## src/rtl/boot_loader.sv

```systemverilog
// Serial program loader and RAM bus switch. Passes CPU bus cycles through to RAM while
// idle; on a framed UART download it holds the CPU in reset and writes the payload.
module boot_loader #(
   parameter int unsigned CLK_DIV = 217,
   parameter logic [7:0]  SYNC    = 8'hA5
) (
   input  logic        clock,
   input  logic        reset_n,
   input  logic        rx,
   input  logic [19:0] cpu_address,
   input  logic [7:0]  cpu_o_data,
   input  logic        cpu_we,
   output logic [19:0] address,
   output logic [7:0]  o_data,
   output logic        we,
   output logic        cpu_reset_n,
   output logic        busy,
   output logic        ferr
);

   localparam int unsigned    CntW    = $clog2(CLK_DIV);
   localparam logic [CntW-1:0] CntFull = CntW'(CLK_DIV - 1);
   localparam logic [CntW-1:0] CntHalf = CntW'(CLK_DIV / 2 - 1);

   typedef enum logic [1:0] {RxIdle, RxStart, RxData, RxStop} rx_state_e;
   typedef enum logic [2:0] {StIdle, StA0, StA1, StA2, StL0, StL1, StData} state_e;

   // RX front end state
   logic            rx_s1_q, rx_s2_q, rx_prev_q;
   rx_state_e       rx_state_q, rx_state_d;
   logic [CntW-1:0] rx_cnt_q, rx_cnt_d;
   logic [2:0]      rx_bit_q, rx_bit_d;
   logic [7:0]      rx_shift_q, rx_shift_d;
   logic            byte_valid_q, byte_valid_d;
   logic            frame_err_q, frame_err_d;

   // Protocol / loader state
   state_e      state_q, state_d;
   logic [19:0] ptr_q, ptr_d;
   logic [15:0] count_q, count_d;
   logic [7:0]  data_q, data_d;
   logic        ld_we_q, ld_we_d;
   logic        ferr_q, ferr_d;
   logic        cpu_rst_n_q, cpu_rst_n_d;

   // Two-stage synchronizer plus previous sample for falling-edge detection; idle high.
   always_ff @(posedge clock or negedge reset_n) begin
      if (!reset_n) begin
         rx_s1_q   <= 1'b1;
         rx_s2_q   <= 1'b1;
         rx_prev_q <= 1'b1;
      end else begin
         rx_s1_q   <= rx;
         rx_s2_q   <= rx_s1_q;
         rx_prev_q <= rx_s2_q;
      end
   end

   // UART receiver registers.
   always_ff @(posedge clock or negedge reset_n) begin
      if (!reset_n) begin
         rx_state_q   <= RxIdle;
         rx_cnt_q     <= '0;
         rx_bit_q     <= '0;
         rx_shift_q   <= '0;
         byte_valid_q <= 1'b0;
         frame_err_q  <= 1'b0;
      end else begin
         rx_state_q   <= rx_state_d;
         rx_cnt_q     <= rx_cnt_d;
         rx_bit_q     <= rx_bit_d;
         rx_shift_q   <= rx_shift_d;
         byte_valid_q <= byte_valid_d;
         frame_err_q  <= frame_err_d;
      end
   end

   // UART receiver next state: mid-bit sampling, glitch rejection, stop-bit check.
   always_comb begin
      rx_state_d   = rx_state_q;
      rx_cnt_d     = rx_cnt_q;
      rx_bit_d     = rx_bit_q;
      rx_shift_d   = rx_shift_q;
      byte_valid_d = 1'b0;
      frame_err_d  = 1'b0;
      unique case (rx_state_q)
         RxIdle: begin
            if (rx_prev_q && !rx_s2_q) begin
               rx_state_d = RxStart;
               rx_cnt_d   = CntHalf;
            end
         end
         RxStart: begin
            if (rx_cnt_q == '0) begin
               if (rx_s2_q) begin
                  rx_state_d = RxIdle;
               end else begin
                  rx_state_d = RxData;
                  rx_cnt_d   = CntFull;
                  rx_bit_d   = 3'd0;
               end
            end else begin
               rx_cnt_d = rx_cnt_q - 1'b1;
            end
         end
         RxData: begin
            if (rx_cnt_q == '0) begin
               rx_shift_d = {rx_s2_q, rx_shift_q[7:1]};
               rx_cnt_d   = CntFull;
               if (rx_bit_q == 3'd7) begin
                  rx_state_d = RxStop;
               end else begin
                  rx_bit_d = rx_bit_q + 3'd1;
               end
            end else begin
               rx_cnt_d = rx_cnt_q - 1'b1;
            end
         end
         RxStop: begin
            // Returning to idle right after the mid-stop sample lets the next start edge in.
            if (rx_cnt_q == '0) begin
               rx_state_d   = RxIdle;
               byte_valid_d = rx_s2_q;
               frame_err_d  = !rx_s2_q;
            end else begin
               rx_cnt_d = rx_cnt_q - 1'b1;
            end
         end
         default: rx_state_d = RxIdle;
      endcase
   end

   // Protocol FSM and loader registers.
   always_ff @(posedge clock or negedge reset_n) begin
      if (!reset_n) begin
         state_q     <= StIdle;
         ptr_q       <= '0;
         count_q     <= '0;
         data_q      <= '0;
         ld_we_q     <= 1'b0;
         ferr_q      <= 1'b0;
         cpu_rst_n_q <= 1'b0;
      end else begin
         state_q     <= state_d;
         ptr_q       <= ptr_d;
         count_q     <= count_d;
         data_q      <= data_d;
         ld_we_q     <= ld_we_d;
         ferr_q      <= ferr_d;
         cpu_rst_n_q <= cpu_rst_n_d;
      end
   end

   // Protocol FSM next state: header parsing, payload writes, framing-error abort.
   always_comb begin
      state_d     = state_q;
      ptr_d       = ptr_q;
      count_d     = count_q;
      data_d      = data_q;
      ld_we_d     = 1'b0;
      ferr_d      = ferr_q;
      cpu_rst_n_d = !busy;
      if (frame_err_q) begin
         state_d = StIdle;
         ferr_d  = 1'b1;
      end else if (ld_we_q) begin
         // Pointer and count advance on the edge that ends the write strobe.
         ptr_d   = ptr_q + 20'd1;
         count_d = count_q - 16'd1;
         if (count_q == 16'd1) begin
            state_d = StIdle;
         end
      end else if (byte_valid_q) begin
         unique case (state_q)
            StIdle: begin
               if (rx_shift_q == SYNC) begin
                  state_d = StA0;
                  ferr_d  = 1'b0;
               end
            end
            StA0: begin
               ptr_d[7:0] = rx_shift_q;
               state_d    = StA1;
            end
            StA1: begin
               ptr_d[15:8] = rx_shift_q;
               state_d     = StA2;
            end
            StA2: begin
               ptr_d[19:16] = rx_shift_q[3:0];
               state_d      = StL0;
            end
            StL0: begin
               count_d[7:0] = rx_shift_q;
               state_d      = StL1;
            end
            StL1: begin
               count_d[15:8] = rx_shift_q;
               state_d       = ({rx_shift_q, count_q[7:0]} == 16'd0) ? StIdle : StData;
            end
            StData: begin
               data_d  = rx_shift_q;
               ld_we_d = 1'b1;
            end
            default: state_d = StIdle;
         endcase
      end
   end

   // Bus switch and status outputs.
   always_comb begin
      busy        = (state_q != StIdle);
      address     = busy ? ptr_q : cpu_address;
      o_data      = busy ? data_q : cpu_o_data;
      we          = busy ? ld_we_q : cpu_we;
      cpu_reset_n = cpu_rst_n_q;
      ferr        = ferr_q;
   end

endmodule

```

## config.mk

```make
export PLATFORM = sky130hd
export DESIGN_NAME = boot_loader
export DESIGN_NICKNAME = d
export VERILOG_FILES = /design/src/rtl/boot_loader.sv
export SDC_FILE = /design/constraint.sdc
export NUM_CORES = 1
export LEC_CHECK = 0
export BUFFER_PORTS_ARGS = -buffer_cell sky130_fd_sc_hd__buf_2
export CAP_MARGIN = 20
export CORE_MARGIN = 4
export CORE_UTILIZATION = 45
export CTS_CLUSTER_SIZE = 12
export DETAILED_ROUTE_END_ITERATION = 7
export GPL_TIMING_DRIVEN = 0
export PLACE_DENSITY = 0.62
export SYNTH_ARGS = -nofsm -noshare
export SYNTH_HDL_FRONTEND = slang
export SYNTH_SLANG_ARGS = --single-unit
```

## constraint.sdc

```tcl
create_clock -name clock -period 2.8 [get_ports clock]
set_clock_uncertainty 0.15 [all_clocks]
set_input_delay 0.56 -clock clock [delete_from_list [all_inputs] [get_ports clock]]
set_output_delay 0.56 -clock clock [all_outputs]
set_load 0.01 [all_outputs]
```

After elaboration in Yosys (flattened, before gate mapping) --
Index checks and enable logic that the tools add are counted.
Storage, ports and cells: flip-flop bits (word level) 76, bits of input ports 32, output and inout port bits 32, logic and storage cells 131
Operators by class: add/subtract/negate cells 4, eq/ne operators 25, mux-type cells 50, bitwise logic cells 2, reductions and logical operators 31
Operator list (number):
- 8-bit 2-to-1 mux | 10
- 20-bit 2-to-1 mux | 3
- 16-bit 2-to-1 mux | 2
- 8-bit one-hot mux with 4 select lines | 1
- 3-bit 2-to-1 mux | 10
- 3-bit one-hot mux with 7 select lines | 1
- 20-bit by 1-bit adder with 20-bit output (second input constant) | 1
- 2-bit nonzero test | 10
- 2-bit != test (second input constant) | 9
- 3-bit AND reduction | 6
- 16-bit by 1-bit equality test with 1-bit output (second input constant) | 1
- 16-bit zero test | 1
- 16-bit by 1-bit subtractor with 16-bit output (second input constant) | 1
- 1-bit 2-to-1 mux | 14
- 3-bit equality test (second input constant) | 4
- 2-bit 2-to-1 mux | 6
- 4-bit AND reduction | 3
- 5-bit AND reduction | 2
- 8-bit equality test (second input constant) | 1
- 8-bit zero test | 1
- 2-bit one-hot mux with 4 select lines | 1
- 8-bit by 1-bit subtractor with 8-bit output (second input constant) | 1
- 3-bit by 2-bit equality test with 1-bit output (second input constant) | 2
- 3-bit != test (second input constant) | 2
- other kinds (15) | 19

Depth between registers and ports, before layout --
depth after elaboration 6, gate-level depth with buffers 8, gate-level depth less buffers 7

Worst setup path before layout --
OpenSTA, ideal clock, no wires.
path type register to output, from register state_q[2], to output port address[10], data arrival time 1591 ps, required time 2090 ps, slack 499 ps, stages on the path, launching flop included 7, buffers on the path 2, cell sequence dfrtp_1 -> nor3_2 -> inv_2 -> buf_1 -> buf_1 -> nand2_1 -> nand2_1
Between the ends: word-level cells in the longest chain between the ends 2
RTL lines:
- start, declared | line 38 | state_e state_q, state_d;
- start signal, assigned | line 136 | state_q <= StIdle;
- start signal, assigned | line 144 | state_q <= state_d;
- 3-bit nonzero test | line 212 | busy = (state_q != StIdle);
- net busy | line 17 | output logic busy,
- 20-bit 2-to-1 mux | line 213 | address = busy ? ptr_q : cpu_address;
- end, declared | line 13 | output logic [19:0] address,
The timed path passes the listed nets, and every way through them passes these cells.

Final worst setup path --
from register ld_we_q, to output port we
Between the ends: word-level cells in the longest chain between the ends 1
RTL lines:
- start, declared | line 42 | logic ld_we_q, ld_we_d;
- start signal, assigned | line 148 | ld_we_q <= ld_we_d;
- 1-bit 2-to-1 mux | line 215 | we = busy ? ld_we_q : cpu_we;
- end, declared | line 15 | output logic we,
Every way passes these cells.

==> impl_metrics.ini <==
[outcome]
status = completed

[clock_network]
cts_buffers = 9
cts_tree = yes
insertion_delay_ns = 0.36
root_buffer = clkbuf_8
clkTransAtPathRegs_ns = 0.08
htree_levels = 3
clock_sinks = 76
cts_buffer_depth = 2
holdBufCountCts = 0

[critical_path]
startpoint_type = register
r2r_setup_slack_ns = 0.36
end_kind = output port
worstReg2RegStart = count_q[1]
r2r_end = state_q[2]
worstPathArrival_ns = 1.94
crit_buf_inv = 4
worstPathCellList = inv_1 > clkbuf_1 > clkbuf_2 > o21ai_0 > buf_2
critical_path_class = register to output port
crit_required_ns = 2.09
r2r_cells = 7
slowest_delay_ns = 0.45
path_delay_family = buffers and inverters
cp_slowest_cell = dfrtp_1
crit_path_max_fanout = 10

[final_layout]
layout-drive-gt1-share_pct = 22.4
diodes = 0
nNetsFinal = 668
final_area_mm2 = 0.00550
stdcell_count = 765
nFillCells = 996
area_growth_pct = 15.2

[logic_synthesis]
synth_edf_count = 0
ys.flop_type = dfrtp_1
syn-num-nets = 593
synth_top_area_share_pct = 38.3
async_reset_ff_share_pct = 100
synth_cells = 549
ys_seq_area_share_pct = 39.9
ys_types = 69
syn-cell-area_mm2 = 0.00477
synth_area_leaders = dfrtp_1 (38%), nand2_1 (6.7%), mux2_2 (6.6%)
yosysWarnings = 0
avgSynthCellArea_um2 = 8.70
ys_seq_elements = 76
synth_area_leader_cell = dfrtp_1

[global_routing]
grt_pass1_vias = 4349
antenna_found_initial = 0
grt_max_degree = 40
track_usage_pct = 21.1
overflow = 0
grt_pass1_wl_mm = 21.3

[placed_design]
placedCellCount = 749
routabilityCongestion = 0.905
placed_area_mm2 = 0.00528
port_buffers = 63
post-place-ws_ns = -0.245
hpwl_mm = 9.34

[drt]
num_vias = 4485
drc = 0
drtIter0Drc = 299
antenna_left = 0
via_per_inst = 5.86
post_drt_wl_per_cell_um = 16.9
dr.pass1.iters = 5
wl_mm = 12.9

[timing]
setup_slack_ns = 0.150
fin_crit_sh_pct = 94.6
finalHoldViolCount = 0
hold_slack_ns = 0.00775
slew_violations = 0
rsz0062_at_grt = no
timing.fmax_ghz = 0.377
post-route-min-period_ns = 2.65
tightestPinTransition_ns = 0.791
finalSetupViolCount = 0
maxSlewHeadroom_pct = 46.7

[die]
dieArea_mm2 = 0.0123
ios = 64
die_w_um = 111
die_h_um = 111
start_util_pct = 46.2
rows = 37
coreArea_mm2 = 0.0103

[pwr]
power_density_mw_per_mm2 = 543
leakage_nw = 2.55
peakVddDrop_mv = 0.427

[worst_hold_path]
hold_class = input pin to asynchronous set/reset pin

[job]
drv_cap = 0
## logic make-up (layout without fill, tap and decap cells)
| group | Yosys count | count (layout) | synth area share (%) |
|---|---|---|---|
| buffers and inverters | 49 | 129 | 4.66 |
| AO/OA/AOI/OAI | 154 | 154 | 20.3 |
| AND/OR/NAND/NOR | 219 | 219 | 23.1 |
| multiplexers | 39 | 39 | 8.91 |
| adder cells (fa/ha/maj) | 12 | 12 | 3.14 |
| flip-flops | 76 | 76 | 39.9 |
## per-stage QoR
stage | utilization (%) | TNS [ns] | total power, mW
after floorplan | - | 0 | 1.87
after global placement | 51.0 | -2.06 | 2.11
after detailed placement | 51.2 | -2.20 | 2.12
after CTS | 53.3 | 0 | 3.02
after global routing | 53.3 | 0 | 3.17
final | 53.3 | 0 | 2.99
## cell usage after synthesis (9+ instances only)
| master | number |
|---|---|
| mux2i_1 | 11 |
| nand3_1 | 17 |
| o22ai_1 | 9 |
| ha_1 | 12 |
| dfrtp_1 | 73 |
| clkbuf_1 | 19 |
| mux2_2 | 28 |
| nor3_1 | 18 |
| a31oi_1 | 9 |
| inv_1 | 19 |
| o22a_1 | 10 |
| a21oi_1 | 39 |
| nor2_1 | 45 |
| o21ai_0 | 44 |
| nand2_1 | 85 |
## cell type report
type | count | area, µm² | area share [%]
Multi-Input combinational cell | 424 | 2650 | 48.2
Sequential cell | 76 | 1910 | 34.6
Timing Repair Buffer | 65 | 345 | 6.28
Tap cell | 136 | 170 | 3.09
Clock buffer | 12 | 155 | 2.82
Buffer | 28 | 149 | 2.71
Inverter | 20 | 75.1 | 1.36
Clock inverter | 4 | 47.5 | 0.864
## registers in the layout, indices dropped and copies added (netlist names), 3 cells and up, named ones only
signal      count
count_q        16
rx_bit_q        3
rx_shift_q      8
data_q          8
ptr_q          20
rx_cnt_q        8
state_q         3
## layer usage
layer  share of wire [%]  global-route usage [%]
met5                   0                       0
met4                 2.6                    9.36
met3                 6.7                    4.69
met2                  47                    33.7
met1                  43                    27.5
## placed cells by master (no fill, tap or decap), types with 4 or more instances in the layout
cell | synthesis | layout
buf_4 | 2 | 4
nor4_1 | 6 | 6
clkbuf_8 | 2 | 13
mux2i_1 | 11 | 11
o22ai_1 | 9 | 9
nor3_1 | 18 | 18
nand2_1 | 85 | 85
clkbuf_1 | 19 | 17
nor2_1 | 45 | 45
a32oi_1 | 4 | 4
a22oi_1 | 5 | 5
a21oi_1 | 39 | 39
nand4_1 | 6 | 6
nor2b_1 | 4 | 4
a211oi_1 | 5 | 5
or3_1 | 5 | 5
o21ai_0 | 44 | 44
o22a_1 | 10 | 10
dfrtp_1 | 73 | 73
a31oi_1 | 9 | 9
buf_2 | 2 | 65
nand3_1 | 17 | 17
mux2_2 | 28 | 28
inv_1 | 19 | 19
ha_1 | 12 | 12
## worst max-delay path by stage
stage,start,end,cells past startpoint
after floorplan,state_q[2],address[10],6
after global placement,state_q[2],address[8],7
after detailed placement,state_q[2],address[16],7
after CTS,state_q[1],address[2],6
after global routing,ld_we_q,we,5
final,ld_we_q,we,5
## where the power goes
part	switching (mW)	internal, mW	total [mW]	leakage (nW)
combinational	0.484	0.348	0.832	1.42
sequential	0.0969	1.18	1.27	1.03
clock	0.424	0.458	0.882	0.102
total	1.00	1.98	2.99	2.55
## timing repair
item,CTS,global route
pin swaps,1,0
buffers inserted,1,0
resized for setup,3,4
setup endpoints to repair,29,19
endpoints found under the hold margin,0,0
No activity file was read; power rests on OpenSTA's default activity.
